## src/rtl/password_enroll_pkg.sv

```systemverilog
// Shared types and constants for the password enrollment block.
package password_enroll_pkg;

    localparam int PSWD_DIGITS = 4;
    localparam int PSWD_W      = 16;
    localparam int DIGIT_W     = 4;
    localparam int CNT_W       = 2;

    typedef enum logic [2:0] {
        S_IDLE    = 3'd0,
        S_ENTER   = 3'd1,
        S_CONFIRM = 3'd2,
        S_WRITE   = 3'd3,
        S_FAIL    = 3'd4
    } state_t;

    localparam logic [1:0] ERR_DENIED   = 2'b00;
    localparam logic [1:0] ERR_MISMATCH = 2'b01;
    localparam logic [1:0] ERR_DIGIT    = 2'b10;
    localparam logic [1:0] ERR_TIMEOUT  = 2'b11;

    function automatic logic is_digit(input logic [DIGIT_W-1:0] d);
        return d <= 4'd9;
    endfunction

endpackage

```

## src/rtl/password_enroll_digit_packer.sv

```systemverilog
// Shifts decimal digits into a 16-bit word, first digit in the top nibble.
module digit_packer
    import password_enroll_pkg::*;
(
    input  logic               clk,
    input  logic               rst,
    input  logic               clear,
    input  logic               load,
    input  logic [DIGIT_W-1:0] digit,
    output logic [PSWD_W-1:0]  value,
    output logic [PSWD_W-1:0]  shifted,
    output logic [CNT_W-1:0]   count,
    output logic               full
);

    // shifted is the word as it will look once this digit lands, so the
    // caller can act on a complete password in the same cycle.
    assign shifted = {value[PSWD_W-DIGIT_W-1:0], digit};
    assign full    = load && (count == CNT_W'(PSWD_DIGITS - 1));

    always_ff @(posedge clk) begin
        if (rst || clear) begin
            value <= '0;
            count <= '0;
        end else if (load) begin
            value <= shifted;
            count <= count + 1'b1;
        end
    end

endmodule

```

## src/rtl/password_enroll.sv

```systemverilog
// Password change controller: collect, confirm, then write to the password store.
module password_enroll
    import password_enroll_pkg::*;
#(
    parameter int TIMEOUT_CYCLES = 500_000_000,
    parameter int TO_W           = 29
) (
    input  logic               clk,
    input  logic               rst,
    input  logic               Start,
    input  logic [DIGIT_W-1:0] UserDigit,
    input  logic               UserLoad,
    input  logic               LoggedIn,
    input  logic [2:0]         PlayerID,
    input  logic               isGuest,
    output logic               WrEn,
    output logic [2:0]         WrAddr,
    output logic [PSWD_W-1:0]  WrData,
    output logic               Busy,
    output logic               Done,
    output logic               Error,
    output logic [1:0]         ErrCode,
    output logic [2:0]         dbg_state
);

    localparam logic [TO_W-1:0] TO_LAST = TO_W'(TIMEOUT_CYCLES - 1);

    state_t              state, next_state;
    logic [1:0]          err_next;
    logic [PSWD_W-1:0]   new_pw;
    logic [TO_W-1:0]     to_cnt;
    logic                in_session, accept, digit_ok, bad_digit;
    logic                pk_clear, pk_full;
    logic [PSWD_W-1:0]   pk_value, pk_shifted;
    logic [CNT_W-1:0]    pk_count;

    assign in_session = (state == S_ENTER) || (state == S_CONFIRM);
    assign accept     = (state == S_IDLE) && Start && LoggedIn && !isGuest;
    assign bad_digit  = in_session && LoggedIn && UserLoad && !is_digit(UserDigit);
    assign digit_ok   = in_session && LoggedIn && UserLoad && is_digit(UserDigit);
    assign pk_clear   = (state == S_IDLE) || ((state == S_ENTER) && pk_full);
    assign dbg_state  = state;

    digit_packer u_packer (
        .clk     (clk),
        .rst     (rst),
        .clear   (pk_clear),
        .load    (digit_ok),
        .digit   (UserDigit),
        .value   (pk_value),
        .shifted (pk_shifted),
        .count   (pk_count),
        .full    (pk_full)
    );

    always_ff @(posedge clk) begin
        if (rst) state <= S_IDLE;
        else     state <= next_state;
    end

    // Priority: logout, invalid digit, valid digit, timeout.
    always_comb begin
        next_state = state;
        err_next   = ErrCode;
        case (state)
            S_IDLE: begin
                if (Start) begin
                    if (LoggedIn && !isGuest) begin
                        next_state = S_ENTER;
                    end else begin
                        next_state = S_FAIL;
                        err_next   = ERR_DENIED;
                    end
                end
            end
            S_ENTER, S_CONFIRM: begin
                if (!LoggedIn) begin
                    next_state = S_IDLE;
                end else if (bad_digit) begin
                    next_state = S_FAIL;
                    err_next   = ERR_DIGIT;
                end else if (digit_ok) begin
                    if (pk_full) begin
                        if (state == S_ENTER) begin
                            next_state = S_CONFIRM;
                        end else if (pk_shifted == new_pw) begin
                            next_state = S_WRITE;
                        end else begin
                            next_state = S_FAIL;
                            err_next   = ERR_MISMATCH;
                        end
                    end
                end else if (to_cnt == TO_LAST) begin
                    next_state = S_FAIL;
                    err_next   = ERR_TIMEOUT;
                end
            end
            S_WRITE, S_FAIL: next_state = S_IDLE;
            default:         next_state = S_IDLE;
        endcase
    end

    always_comb begin
        WrEn  = (state == S_WRITE);
        Done  = (state == S_WRITE);
        Error = (state == S_FAIL);
    end

    always_ff @(posedge clk) begin
        if (rst) begin
            Busy    <= 1'b0;
            ErrCode <= ERR_DENIED;
            WrAddr  <= '0;
            WrData  <= '0;
            new_pw  <= '0;
            to_cnt  <= '0;
        end else begin
            ErrCode <= err_next;
            if (accept) WrAddr <= PlayerID;
            if ((state == S_ENTER) && pk_full) new_pw <= pk_shifted;
            if (next_state == S_WRITE) WrData <= new_pw;
            if (accept || digit_ok)  to_cnt <= '0;
            else if (in_session)     to_cnt <= to_cnt + 1'b1;
            // A denied Start passes through FAIL without ever looking busy.
            Busy <= (next_state == S_ENTER) || (next_state == S_CONFIRM) ||
                    (next_state == S_WRITE) ||
                    ((next_state == S_FAIL) && (state != S_IDLE));
        end
    end

endmodule
```

## config.mk

```make
export PLATFORM = sky130hd
export DESIGN_NAME = password_enroll
export DESIGN_NICKNAME = d
export VERILOG_FILES = /design/src/rtl/password_enroll_pkg.sv /design/src/rtl/password_enroll_digit_packer.sv /design/src/rtl/password_enroll.sv
export SDC_FILE = /design/constraint.sdc
export NUM_CORES = 1
export LEC_CHECK = 0
export CAP_MARGIN = 20
export CELL_PAD_IN_SITES_DETAIL_PLACEMENT = 1
export CELL_PAD_IN_SITES_GLOBAL_PLACEMENT = 1
export CORE_MARGIN = 2
export CORE_UTILIZATION = 38
export CTS_CLUSTER_DIAMETER = 100
export CTS_CLUSTER_SIZE = 28
export DETAILED_ROUTE_END_ITERATION = 10
export GPL_TIMING_DRIVEN = 0
export PLACE_DENSITY_LB_ADDON = 0.1
export SETUP_SLACK_MARGIN = 0.02
export SLEW_MARGIN = 20
export SYNTH_ARGS = -nofsm -noshare
export SYNTH_HDL_FRONTEND = slang
export SYNTH_HIERARCHICAL = 1
export SYNTH_SLANG_ARGS = --single-unit
```

## constraint.sdc

```tcl
create_clock -name clk -period 2.95 [get_ports clk]
set_clock_uncertainty 0.2 [all_clocks]
set_input_delay 0.59 -clock clk [delete_from_list [all_inputs] [get_ports clk]]
set_output_delay 0.59 -clock clk [all_outputs]
set_load 0.02 [all_outputs]
```

# [Word-level counts from Yosys, hierarchy flattened]
# Cells that the tools add are included.
[op_classes] n_addsub=2 n_lt_le_gt_ge=1 n_eq_ne=18 mux=20 reduce_logical=26
[op_table] cell="$add 29x1->29 const B" count=1
[op_table] cell="$eq 29x29->1 const B" count=1
[op_table] cell="$mux 3" count=9
[op_table] cell="$mux 2" count=9
[op_table] cell="$eq 16x16->1" count=1
[op_table] cell="$ne 4x4->1 const B" count=4
[op_table] cell="$eq 3x2->1 const B" count=4
[op_table] cell="$logic_and 1x1->1" count=11
[op_table] cell="$reduce_and 8->1" count=1
[op_table] cell="$logic_or 1x1->1" count=7
[op_table] cell="$eq 3x1->1 const B" count=2
[op_table] cell="$eq 3x3->1 const B" count=2
[op_table] cell="$ne 2x2->1 const B" count=3
[op_table] cell="$pmux 3 s2" count=1
[op_table] cell="$le 4x4->1 const B" count=1
[op_table] cell="$pmux 2 s2" count=1
[op_table] cell="$reduce_or 2->1" count=2
[op_table] cell="$logic_not 3->1" count=1
[op_table] cell="$reduce_bool 3->1" count=1
[op_table] cell="$add 2x1->2 const B" count=1
[op_table] cell="$eq 2x2->1 const B" count=1
[op_table] cell="$logic_not 1->1" count=2
[op_table] cell="$reduce_bool 2->1" count=1
[totals] ff_bits=84 inputBits=13 out_inout_bits=28 word_cells=76

# [Logic depth before layout (Yosys ltp)]
# Gate-level depths: netlist of the first run.
[logic_depth] word_depth=15 mapped_depth=14

# [Hierarchy]
# Netlist of the first run, hierarchy kept.
[by_module_without_submodules] module="password_enroll" instances=1 cells_per_inst=359 area_per_inst_um2=3129.3 seq_area_each_um2=1401.3
[by_module_without_submodules] module="digit_packer" instances=1 cells_per_inst=77 area_per_inst_um2=800.8 seq_area_each_um2=360.3

# [Least setup slack after synthesis of the first run]
# No wires, ideal clock.
[synth_path] path_type="input-to-reg" start="in UserDigit[1]" end="reg WrData[10]" arrival_time_ns=2.483 slack_ns=0.140 path_stages=13 n_path_buf=4 cell_sequence="o21ai_0 nand3_1 nor2_2 buf_6 buf_6 and2_1 inv_1 a21oi_1 nand3_1 buf_2 buf_4 mux2i_1 nor2_1"
[synth_between] elab_chain_len=9 word_cells_on_any_way=14 classes_between="order compare (1); eq/ne (2); mux (7); reduce/logical (4)"
[synth_lines] item="from (decl)" line_no="password_enroll.sv:11" source="input logic [DIGIT_W-1:0] UserDigit,"
[synth_lines] item="$le 4x4->1" line_no="password_enroll_pkg.sv:23" source="return d <= 4'd9;"
[synth_lines] item="$logic_and 1x1->1" line_no="password_enroll.sv:40" source="assign digit_ok = in_session && LoggedIn && UserLoad && is_digit(UserDigit);"
[synth_lines] item="net digit_ok" line_no="password_enroll.sv:32" source="logic in_session, accept, digit_ok, bad_digit;"
[synth_lines] item="$logic_and 1x1->1" line_no="password_enroll_digit_packer.sv:19" source="assign full = load && (count == CNT_W'(PSWD_DIGITS - 1));"
[synth_lines] item="net pk_full" line_no="password_enroll.sv:33" source="logic pk_clear, pk_full;"
[synth_lines] item="$mux 3" line_no="password_enroll.sv:83" source="if (pk_full) begin"
[synth_lines] item="$mux 3" line_no="password_enroll.sv:82" source="end else if (digit_ok) begin"
[synth_lines] item="$mux 3" line_no="password_enroll.sv:79" source="end else if (bad_digit) begin"
[synth_lines] item="$mux 3" line_no="password_enroll.sv:77" source="if (!LoggedIn) begin"
[synth_lines] item="$pmux 3 s2" line_no="password_enroll.sv:65" source="case (state)"
[synth_lines] item="$eq 3x2->1" line_no="password_enroll.sv:121" source="if (next_state == S_WRITE) WrData <= new_pw;"
[synth_lines] item="to (signal assigned)" line_no="password_enroll.sv:121"
[synth_lines] item="to (decl)" line_no="password_enroll.sv:18" source="output logic [PSWD_W-1:0] WrData,"
# The timed path passes the listed nets, and every way through them passes these cells.
# A chain may end at the register's enable or synchronous reset.

# [Worst setup path after layout of the first run]
[layout_path] start="in LoggedIn" end="reg WrData[11]"
[layout_between] elab_chain_len=10 word_cells_on_any_way=14 classes_between="eq/ne (1); mux (7); reduce/logical (6)"
[layout_lines] item="from (decl)" line_no="password_enroll.sv:13" source="input logic LoggedIn,"
[layout_lines] item="$logic_and 1x1->1 (3 in series)" line_no="password_enroll.sv:40"
[layout_lines] item="net digit_ok" line_no="password_enroll.sv:32"
[layout_lines] item="$logic_and 1x1->1" line_no="password_enroll_digit_packer.sv:19"
[layout_lines] item="net pk_full" line_no="password_enroll.sv:33"
[layout_lines] item="$mux 3" line_no="password_enroll.sv:83"
[layout_lines] item="$mux 3" line_no="password_enroll.sv:82"
[layout_lines] item="$mux 3" line_no="password_enroll.sv:79"
[layout_lines] item="$mux 3" line_no="password_enroll.sv:77"
[layout_lines] item="$pmux 3 s2" line_no="password_enroll.sv:65"
[layout_lines] item="$eq 3x2->1" line_no="password_enroll.sv:121"
# The timed path passes the listed nets, and every way through them passes these cells.

==> flow_summary.json, run 1 <==
{
  "port-buffer-count": 40,
  "final.setup.worst_slack_ns": 0.156,
  "insertedDiodeCount": 0,
  "tritoncts": "done",
  "power.leakage_nw": 1.66,
  "layout.cells.most_common_list": "sky130_fd_sc_hd__dfxtp_1, sky130_fd_sc_hd__nor2_1, sky130_fd_sc_hd__nand2_1, sky130_fd_sc_hd__clkdlybuf4s50_1, sky130_fd_sc_hd__xnor2_1",
  "postRouteAntennaNets": 0,
  "finalSetupViolCount": 0,
  "final.hold.worst_slack_ns": 0.290,
  "first_iter_violations": 69,
  "layoutNonFillerInstCount": 606,
  "number_of_top_level_design_ports": 41,
  "postRouteWirelength_mm": 8.86,
  "cts.sinks": 84,
  "die_height_um": 103,
  "synth.yosys.warnings": 6,
  "layout.cell_area.non_filler_sq_mm": 0.00457,
  "max_ir_drop_vdd_mv": 0.181,
  "cts_hold_buffers": 0,
  "cts.htree.levels": 3,
  "synth_cells": 412,
  "cts_made_buffers": 9,
  "crit_path_max_fanout": 10,
  "timing.setup.critical_path_class": "in -> reg",
  "global_route_wire_length_before_repair_mm": 14.7,
  "final_max_slew_viol_count": 0,
  "grt_usage_pct": 17.9,
  "coreArea_sq_mm": 0.00964,
  "slew_headroom_pct": 54.8,
  "grt_antenna_before_repair": 0,
  "worstHoldPathType": "reg -> reg",
  "endpoint_kind": "flop",
  "chipWidth_um": 103,
  "grtUsageMet1_pct": 24.8,
  "final_common_cell": "sky130_fd_sc_hd__dfxtp_1",
  "globalRouteMet3Util_pct": 2.78,
  "totalPowerFinal_mw": 2.16,
  "first_pass_iters": 4,
  "vias": 2925,
  "cts.reportedPaths.clkPinSlew_ns": 0.08,
  "grt.busiest_layer": "met2",
  "first_global_vias": 2933,
  "detailedPlace.worstSlack_ns": -0.965,
  "worstSkewPairLatency_ns": 0.35,
  "drv_cap": 0,
  "detail_route.vias_per_cell": 4.83,
  "critical_path_required_ns": 2.97,
  "avgRoutedWirePerCell_um": 14.6,
  "avgSynthCellArea_sq_um": 8.99,
  "cts_root_buffer_type": "sky130_fd_sc_hd__clkbuf_8",
  "dpl.cell_count": 585,
  "clock_tree.buffer_depth": 2,
  "cp-start-kind": "input pin",
  "areaGrowthSynthToFinish_pct": 23.3,
  "initial_core_util_pct": 38.4,
  "final.min_clock_period_ns": 2.79,
  "post_route_cells_drive_above_1_share_pct": 11.8,
  "placed_wire_length_estimate_mm": 6.51,
  "drt_drc_violations_left": 0,
  "design.final.nets": 483,
  "period_share_pct": 94.7,
  "worst-endpoint-arrival_ns": 2.82,
  "number_of_placement_rows": 36,
  "gp_congestion": 0.791,
  "pin_count_of_the_biggest_net_entering_global_routing": 14,
  "die_area_sq_mm": 0.0106,
  "power_density_mw_per_mm2": 473,
  "run_status": "finished, final reports clean",
  "globalRouteMet2Util_pct": 28.6,
  "fmaxAchievable_mhz": 358,
  "globalRouteOverflowTotal": 0,
  "mappedNetlistArea_sq_mm": 0.00370,
  "tightestPinTransition_ns": 0.671,
  "post_dp_cell_area_sq_mm": 0.00427,
  "finalSetupTns_ns": 0,
  "layout.core_utilization_pct": 47.4,
  "timing.final.hold_violations": 0,
  "synth.net_count": 427
}
-- critical path, stage by stage --
cell and delay (ns):
sky130_fd_sc_hd__clkdlybuf4s50_1 0.56, sky130_fd_sc_hd__nand2_1 0.14, sky130_fd_sc_hd__nor2_4 0.13, sky130_fd_sc_hd__buf_6 0.16
sky130_fd_sc_hd__buf_6 0.17, sky130_fd_sc_hd__and2_4 0.18, sky130_fd_sc_hd__inv_1 0.06, sky130_fd_sc_hd__a21oi_1 0.12
sky130_fd_sc_hd__nand3_1 0.11, sky130_fd_sc_hd__buf_6 0.16, sky130_fd_sc_hd__buf_4 0.19, sky130_fd_sc_hd__mux2i_2 0.18
sky130_fd_sc_hd__nor2_1 0.05
-- per-layer routing --
| layer | vias to the layer above | part of all wire (%) | wire, um |
|---|---|---|---|
| met4 | 0 | 1.4 | 121 |
| met1 | 1396 | 51 | 4520 |
| met5 | - | 0 | 0 |
| met3 | 10 | 2.9 | 254 |
| li1 | 1481 | - | - |
| met2 | 38 | 45 | 3960 |
-- repair_timing --
item	CTS	global route
endpoints found under the hold margin	0	0
buffers inserted	4	1
pin swaps	2	1
setup endpoints to repair	51	25
resized for setup	9	5
-- cell type report --
type	count	area, sq um
clock buffer	12	145
tap	133	166
multi-input combinational	299	1860
timing repair buffer	45	442
buffer	24	185
inverter	5	18.8
sequential	84	1680
fill	1171	5070
clock inverter	4	72.6
-- path summary, 6_finish.rpt --
kind | startpoint | end | slack [ns] | depth (start not counted)
worst min-delay path | new_pw[5]$_SDFFE_PP0P_ | new_pw[5]$_SDFFE_PP0P_ | 0.29 | 2
worst min register to register | new_pw[5]$_SDFFE_PP0P_ | new_pw[5]$_SDFFE_PP0P_ | 0.29 | 2
worst max-delay path | LoggedIn | WrData[11]$_SDFFE_PP0N_ | 0.16 | 13
worst max register to register | dbg_state[0]$_SDFF_PP0_ | WrData[11]$_SDFFE_PP0N_ | 0.20 | 14
-- registers in the layout, summed over array words and instances, names as in the netlist --
| signal | cells |
|---|---|
| new_pw | 16 |
| u_packer/value | 12 |
| WrAddr | 3 |
| ErrCode | 2 |
| dbg_state | 3 |
| to_cnt | 29 |
| u_packer/count | 2 |
| WrData | 16 |
| Busy | 1 |
-- report_power, final --
| part | switching, mW | total [mW] | internal (mW) |
|---|---|---|---|
| Clock | 0.416 | 0.916 | 0.500 |
| Combinational | 0.0579 | 0.104 | 0.0459 |
| Sequential | 0.00266 | 1.14 | 1.14 |
(Power assumes the default switching activity.)
==> run 2: changes to the inputs <==
--- a/config.mk
+++ b/config.mk
@@ -9,7 +9,7 @@
 export CELL_PAD_IN_SITES_DETAIL_PLACEMENT = 1
 export CELL_PAD_IN_SITES_GLOBAL_PLACEMENT = 1
 export CORE_MARGIN = 2
-export CORE_UTILIZATION = 38
+export CORE_UTILIZATION = 43
 export CTS_CLUSTER_DIAMETER = 100
 export CTS_CLUSTER_SIZE = 28
 export DETAILED_ROUTE_END_ITERATION = 10
==> constraint.sdc (replaced) <==
create_clock -name clk -period 2.95 [get_ports clk]
set_clock_uncertainty 0.2 [all_clocks]
set_input_delay 0.295 -clock clk [delete_from_list [all_inputs] [get_ports clk]]
set_output_delay 0.295 -clock clk [all_outputs]
set_load 0.02 [all_outputs]
==> flow_summary.json, run 2 (synthesis gave the netlist of run 1 again) <==
{
  "final_common_cell": "sky130_fd_sc_hd__dfxtp_1",
  "gp_congestion": 0.752,
  "timing.rr.start": "dbg_state[0]$_SDFF_PP0_",
  "tightestPinTransition_ns": 0.604,
  "first_pass_iters": 4,
  "final.setup.worst_slack_ns": 0.172,
  "die_area_sq_mm": 0.00937,
  "timing.final.hold_violations": 0,
  "first_iter_violations": 95,
  "rrSetupSlack_ns": 0.18,
  "detail_route.vias_per_cell": 5.12,
  "layout.cells.most_common_list": "sky130_fd_sc_hd__dfxtp_1, sky130_fd_sc_hd__nor2_1, sky130_fd_sc_hd__nand2_1, sky130_fd_sc_hd__clkdlybuf4s50_1, sky130_fd_sc_hd__xnor2_1",
  "critical_path_required_ns": 2.97,
  "grt_antenna_before_repair": 0,
  "worst_r2r_endpoint": "WrData[11]$_SDFFE_PP0N_",
  "fill_cells": 973,
  "worstHoldPathType": "reg -> reg",
  "crit_path_max_fanout": 10,
  "areaGrowthSynthToFinish_pct": 23.1,
  "tritoncts": "done",
  "global_route_wire_length_before_repair_mm": 14.3,
  "power.leakage_nw": 1.66,
  "worstSkewPairLatency_ns": 0.35,
  "cts_made_buffers": 9,
  "chipWidth_um": 96.8,
  "period_share_pct": 94.2,
  "timing.setup.critical_path_class": "in -> reg",
  "final.min_clock_period_ns": 2.78,
  "r2r_cells": 14,
  "cts.sinks": 84,
  "cts.reportedPaths.clkPinSlew_ns": 0.08,
  "run_status": "finished, final reports clean",
  "max_ir_drop_vdd_mv": 0.283,
  "placed_wire_length_estimate_mm": 6.22,
  "pin_count_of_the_biggest_net_entering_global_routing": 15,
  "vias": 2957,
  "unrepaired_setup_endpoints_after_global_routing": "no",
  "power_density_mw_per_mm2": 507,
  "avgRoutedWirePerCell_um": 14.9,
  "postRouteAntennaNets": 0,
  "insertedDiodeCount": 0,
  "sequential_cell_area_sq_mm": 0.00168,
  "detailedPlace.worstSlack_ns": -0.612,
  "cts.htree.levels": 3,
  "drt_drc_violations_left": 0,
  "cp-start-kind": "input pin",
  "port-buffer-count": 40,
  "finalSetupTns_ns": 0,
  "layout.core_utilization_pct": 55.0,
  "first_global_vias": 2890,
  "totalPowerFinal_mw": 2.31,
  "globalRouteOverflowTotal": 0,
  "flip_flop_count_of_the_largest_register_all_copies_and_words_added": 29,
  "finalSetupViolCount": 0,
  "post_route_cells_drive_above_1_share_pct": 11.7,
  "clock_tree.buffer_depth": 2,
  "die_height_um": 96.8,
  "worst_hold_startpoint": "new_pw[8]$_SDFFE_PP0P_",
  "drv_cap": 0,
  "register_with_the_most_flip_flops": "to_cnt",
  "min_to": "new_pw[8]$_SDFFE_PP0P_",
  "layout.cell_area.non_filler_sq_mm": 0.00456,
  "initial_core_util_pct": 44.6,
  "reg.largest.list": "to_cnt: 29 flops, WrData: 16 flops, new_pw: 16 flops",
  "worstHoldPathCells": 2,
  "design.final.nets": 482,
  "post_dp_cell_area_sq_mm": 0.00424,
  "slew_headroom_pct": 59.3,
  "grt_usage_pct": 18.6,
  "number_of_top_level_design_ports": 41,
  "fmaxAchievable_mhz": 360,
  "final_max_slew_viol_count": 0,
  "endpoint_kind": "flop",
  "multi_input_area_sq_mm": 0.00185,
  "cts_root_buffer_type": "sky130_fd_sc_hd__clkbuf_8",
  "worst-endpoint-arrival_ns": 2.80,
  "coreArea_sq_mm": 0.00830,
  "number_of_placement_rows": 33,
  "postRouteWirelength_mm": 8.59
}
run 2: cell type report:
type                            instances  share of cell area (%)
Sequential cell                        84                    36.9
Inverter                                5                   0.411
Clock buffer                           10                    2.80
Tap cell                              105                    2.88
Multi-Input combinational cell        299                    40.6
Timing Repair Buffer                   44                    9.43
Buffer                                 24                    4.00
Clock inverter                          6                    2.99
run 2: worst max-delay path, cell delays in order:
cell	delay, ns
sky130_fd_sc_hd__clkdlybuf4s50_1	0.49
sky130_fd_sc_hd__o21ai_1	0.29
sky130_fd_sc_hd__nand3_1	0.17
sky130_fd_sc_hd__nor2_4	0.20
sky130_fd_sc_hd__buf_6	0.13
sky130_fd_sc_hd__buf_6	0.15
sky130_fd_sc_hd__and2_4	0.18
sky130_fd_sc_hd__inv_1	0.06
sky130_fd_sc_hd__a21oi_1	0.11
sky130_fd_sc_hd__nand3_1	0.10
sky130_fd_sc_hd__buf_6	0.18
sky130_fd_sc_hd__buf_4	0.20
sky130_fd_sc_hd__mux2i_2	0.18
sky130_fd_sc_hd__nor2_1	0.05
run 2: through the flow:
step,std cells,hold WS (ns)
2_1_floorplan,412,0.239
3_3_place_gp,557,0.273
3_5_place_dp,557,0.281
4_1_cts,573,0.295
5_1_grt,577,0.324
6_report,577,0.292
run 2: how the worst max path moves through the flow:
| stage | endpoint | startpoint | depth (start not counted) |
|---|---|---|---|
| finish | WrData[11]$_SDFFE_PP0N_ | UserDigit[2] | 14 |
| global route | WrData[11]$_SDFFE_PP0N_ | dbg_state[0]$_SDFF_PP0_ | 14 |
| CTS | WrData[6]$_SDFFE_PP0N_ | dbg_state[0]$_SDFF_PP0_ | 14 |
| detailed placement | new_pw[6]$_SDFFE_PP0P_ | UserDigit[2] | 12 |
| global placement | new_pw[7]$_SDFFE_PP0P_ | UserDigit[2] | 12 |
| floorplan | WrData[10]$_SDFFE_PP0N_ | dbg_state[0]$_SDFF_PP0_ | 14 |
run 2: routing by layer:
| layer | vias to the layer above | global-route usage, % | share of wire [%] |
|---|---|---|---|
| met5 | - | 0 | 0 |
| met4 | 0 | 6.72 | 1.3 |
| met3 | 9 | 3.40 | 3.3 |
| met2 | 52 | 29.1 | 45 |
| met1 | 1415 | 25.7 | 51 |
| li1 | 1481 | - | - |
run 2: where the power goes:
group	switching (mW)	internal, mW
clock network	0.422	0.650
logic	0.0561	0.0449
registers	0.00239	1.14
total	0.480	1.83
run 2: repair_timing:
item / 4_1_cts / 5_1_grt
pin swaps: 0 / 1
buffers inserted: 0 / 4
setup endpoints to repair: 20 / 19
hold buffers: 0 / 0
gates resized for setup: 6 / 3
==> run 3: changes to the inputs <==
--- a/config.mk
+++ b/config.mk
@@ -19,5 +19,4 @@
 export SLEW_MARGIN = 20
 export SYNTH_ARGS = -nofsm -noshare
 export SYNTH_HDL_FRONTEND = slang
-export SYNTH_HIERARCHICAL = 1
 export SYNTH_SLANG_ARGS = --single-unit
==> flow_summary.json, run 3 <==
{
  "gp_congestion": 0.800,
  "cp_cell_sequence": "ha_1 -> nand3_1 -> or4_1 -> or3_1 -> a22o_1 -> nand3_2 -> nor2_4 -> buf_4 -> mux2i_1",
  "rrSetupSlack_ns": 0.21,
  "cts.sinks": 84,
  "synth.yosys.warnings": 0,
  "number_of_flops_mapped_to_enable_cells_by_yosys": 0,
  "power.leakage_nw": 1.59,
  "cts.htree.levels": 3,
  "clock_tree.buffer_depth": 2,
  "coreArea_sq_mm": 0.00864,
  "worst-endpoint-arrival_ns": 2.78,
  "first_pass_iters": 4,
  "cp-endpoint": "WrData[12]$_SDFFE_PP0N_",
  "critPathBufInv": 1,
  "synth_cells": 410,
  "avgRoutedWirePerCell_um": 16.2,
  "synth_largest_area_cell": "sky130_fd_sc_hd__dfxtp_1",
  "initial_core_util_pct": 43.9,
  "first_iter_violations": 64,
  "flip_flop_count_of_the_largest_register_all_copies_and_words_added": 29,
  "chipWidth_um": 97.9,
  "endpoint_kind": "flop",
  "timing.rr.start": "to_cnt[0]$_SDFFE_PP0N_",
  "synth_top_cells_by_area": "sky130_fd_sc_hd__dfxtp_1, sky130_fd_sc_hd__mux2i_1, sky130_fd_sc_hd__nor2_1",
  "reg.largest.list": "to_cnt: 29 flops, WrData: 16 flops, new_pw: 16 flops",
  "dpl.cell_count": 558,
  "fmaxAchievable_mhz": 364,
  "critical_path.slowest_cell": "sky130_fd_sc_hd__or4_1",
  "crit_cells": 9,
  "register_with_the_most_flip_flops": "to_cnt",
  "postRouteAntennaNets": 0,
  "worst_r2r_endpoint": "WrData[12]$_SDFFE_PP0N_",
  "drt_drc_violations_left": 0,
  "port-buffer-count": 40,
  "tightestPinTransition_ns": 0.588,
  "worst_setup_path_startpoint": "to_cnt[0]$_SDFFE_PP0N_",
  "first_global_vias": 3242,
  "grt_antenna_before_repair": 0,
  "critical-path-top-delay-family": "simple AND/OR/NAND/NOR gates",
  "finalSetupTns_ns": 0,
  "layoutNonFillerInstCount": 572,
  "timing.setup.critical_path_class": "reg -> reg",
  "cts_root_buffer_type": "sky130_fd_sc_hd__clkbuf_8",
  "synth_seq_cells": 84,
  "areaGrowthSynthToFinish_pct": 21.3,
  "final.min_clock_period_ns": 2.74,
  "finalSetupViolCount": 0,
  "totalPowerFinal_mw": 2.13,
  "number_of_placement_rows": 34,
  "vias": 3003,
  "cp_slowest_stage_delay_ns": 0.54,
  "worstSkewPairLatency_ns": 0.35,
  "layout.cells.most_common_list": "sky130_fd_sc_hd__dfxtp_1, sky130_fd_sc_hd__nor2_1, sky130_fd_sc_hd__mux2i_1, sky130_fd_sc_hd__clkdlybuf4s50_1, sky130_fd_sc_hd__nand2b_1",
  "die_area_sq_mm": 0.00958,
  "multi_input_area_sq_mm": 0.00205,
  "max_ir_drop_vdd_mv": 0.208,
  "layout.core_utilization_pct": 53.2,
  "final_common_cell": "sky130_fd_sc_hd__dfxtp_1",
  "worstHoldPathType": "reg -> reg",
  "synth.net_count": 425,
  "ys_top_cells_by_count": "sky130_fd_sc_hd__dfxtp_1, sky130_fd_sc_hd__nor2_1, sky130_fd_sc_hd__mux2i_1",
  "run_status": "finished, final reports clean",
  "postRouteWirelength_mm": 9.26,
  "post_route_cells_drive_above_1_share_pct": 7.54,
  "grt_usage_pct": 20.1,
  "power_density_mw_per_mm2": 463,
  "period_share_pct": 93.0,
  "sequential_cell_area_sq_mm": 0.00168,
  "cp-start-kind": "flop",
  "global_route_wire_length_before_repair_mm": 15.6,
  "die_height_um": 97.9,
  "pin_count_of_the_biggest_net_entering_global_routing": 14,
  "slew_headroom_pct": 60.8,
  "share_of_synthesized_registers_carrying_an_async_set_or_reset_pct": 0,
  "final_max_slew_viol_count": 0,
  "placed_wire_length_estimate_mm": 6.67,
  "avgSynthCellArea_sq_um": 9.24,
  "drv_cap": 0,
  "synth_flop_cell": "sky130_fd_sc_hd__dfxtp_1",
  "critical_path_required_ns": 2.99,
  "design.final.nets": 476,
  "detail_route.vias_per_cell": 5.25,
  "final.setup.worst_slack_ns": 0.206,
  "area_share_of_the_leading_cell_type_in_the_synthesized_netlist_pct": 44.4,
  "cts_made_buffers": 9,
  "fill_cells": 1009,
  "yosysMostFrequentCell": "sky130_fd_sc_hd__dfxtp_1",
  "detailedPlace.worstSlack_ns": -0.463,
  "timing.final.hold_violations": 0,
  "number_of_top_level_design_ports": 41,
  "tritoncts": "done",
  "r2r_cells": 9,
  "cts.reportedPaths.clkPinSlew_ns": 0.09,
  "mappedNetlistArea_sq_mm": 0.00379,
  "crit_path_max_fanout": 10,
  "globalRouteOverflowTotal": 0,
  "insertedDiodeCount": 0,
  "synth_cell_types": 39,
  "synth_sequential_area_ratio_pct": 44.4
}
[run 3: logic make-up after synthesis]
logic type	count (synthesis)	share of synthesized area, %
buffers and inverters	23	2.77
flip-flops	84	44.4
adder cells (fa/ha/maj)	2	0.660
XOR/XNOR	42	9.90
AO/OA/AOI/OAI	18	2.91
AND/OR/NAND/NOR	192	26.4
multiplexers	49	12.9
[run 3: per-layer routing]
layer  GRT usage [%]  vias up  share of wire, %
li1                -     1490                 -
met5               0        -                 0
met1            22.9     1451                42
met3            3.08       19               2.1
met2            37.2       43                53
met4            8.01        0               2.5
[run 3: power breakdown]
part	leakage (nW)	internal, mW	switching (mW)	total (mW)
clock network	0.0984	0.470	0.411	0.881
registers	0.678	1.14	0.00385	1.14
logic	0.810	0.0471	0.0624	0.109
[run 3: layout make-up]
| class | count | share of cell area (%) |
|---|---|---|
| sequential | 84 | 36.6 |
| timing repair buffer | 41 | 9.15 |
| tap | 108 | 2.94 |
| multi-input combinational | 303 | 44.6 |
| clock buffer | 10 | 2.78 |
| clock inverter | 4 | 1.66 |
| inverter | 4 | 0.327 |
| buffer | 18 | 1.88 |
[run 3: metrics by stage]
step / hold WS (ns) / cell area (sq um)
after floorplan: 0.239 / 3790
after global placement: 0.249 / 4330
after detailed placement: 0.254 / 4330
after CTS: 0.266 / 4550
after global routing: 0.291 / 4600
final: 0.272 / 4600
[run 3: worst min-delay path, stage by stage, from the launching register on]
cell	delay (ns)
sky130_fd_sc_hd__dfxtp_1	0.32
sky130_fd_sc_hd__nand2_1	0.05
sky130_fd_sc_hd__a21oi_1	0.05
[run 3: how the worst min path moves through the flow]
| stage | slack, ns | cells after the start | to | start |
|---|---|---|---|---|
| after global placement | 0.25 | 2 | ErrCode[0]$_SDFFE_PP0P_ | ErrCode[0]$_SDFFE_PP0P_ |
| after global routing | 0.29 | 2 | ErrCode[1]$_SDFFE_PP0P_ | ErrCode[1]$_SDFFE_PP0P_ |
| after CTS | 0.27 | 2 | ErrCode[0]$_SDFFE_PP0P_ | ErrCode[0]$_SDFFE_PP0P_ |
| after floorplan | 0.24 | 2 | WrAddr[0]$_SDFFE_PP0P_ | PlayerID[0] |
| final | 0.27 | 2 | ErrCode[1]$_SDFFE_PP0P_ | ErrCode[1]$_SDFFE_PP0P_ |
| after detailed placement | 0.25 | 2 | ErrCode[0]$_SDFFE_PP0P_ | ErrCode[0]$_SDFFE_PP0P_ |
[run 3: repair_timing]
| item | CTS | global route |
|---|---|---|
| gates cloned | 0 | 0 |
| gates resized for setup | 3 | 7 |
| pin swaps | 0 | 1 |
| setup buffers | 0 | 1 |
| setup endpoints to repair | 11 | 21 |
| hold buffers | 0 | 0 |
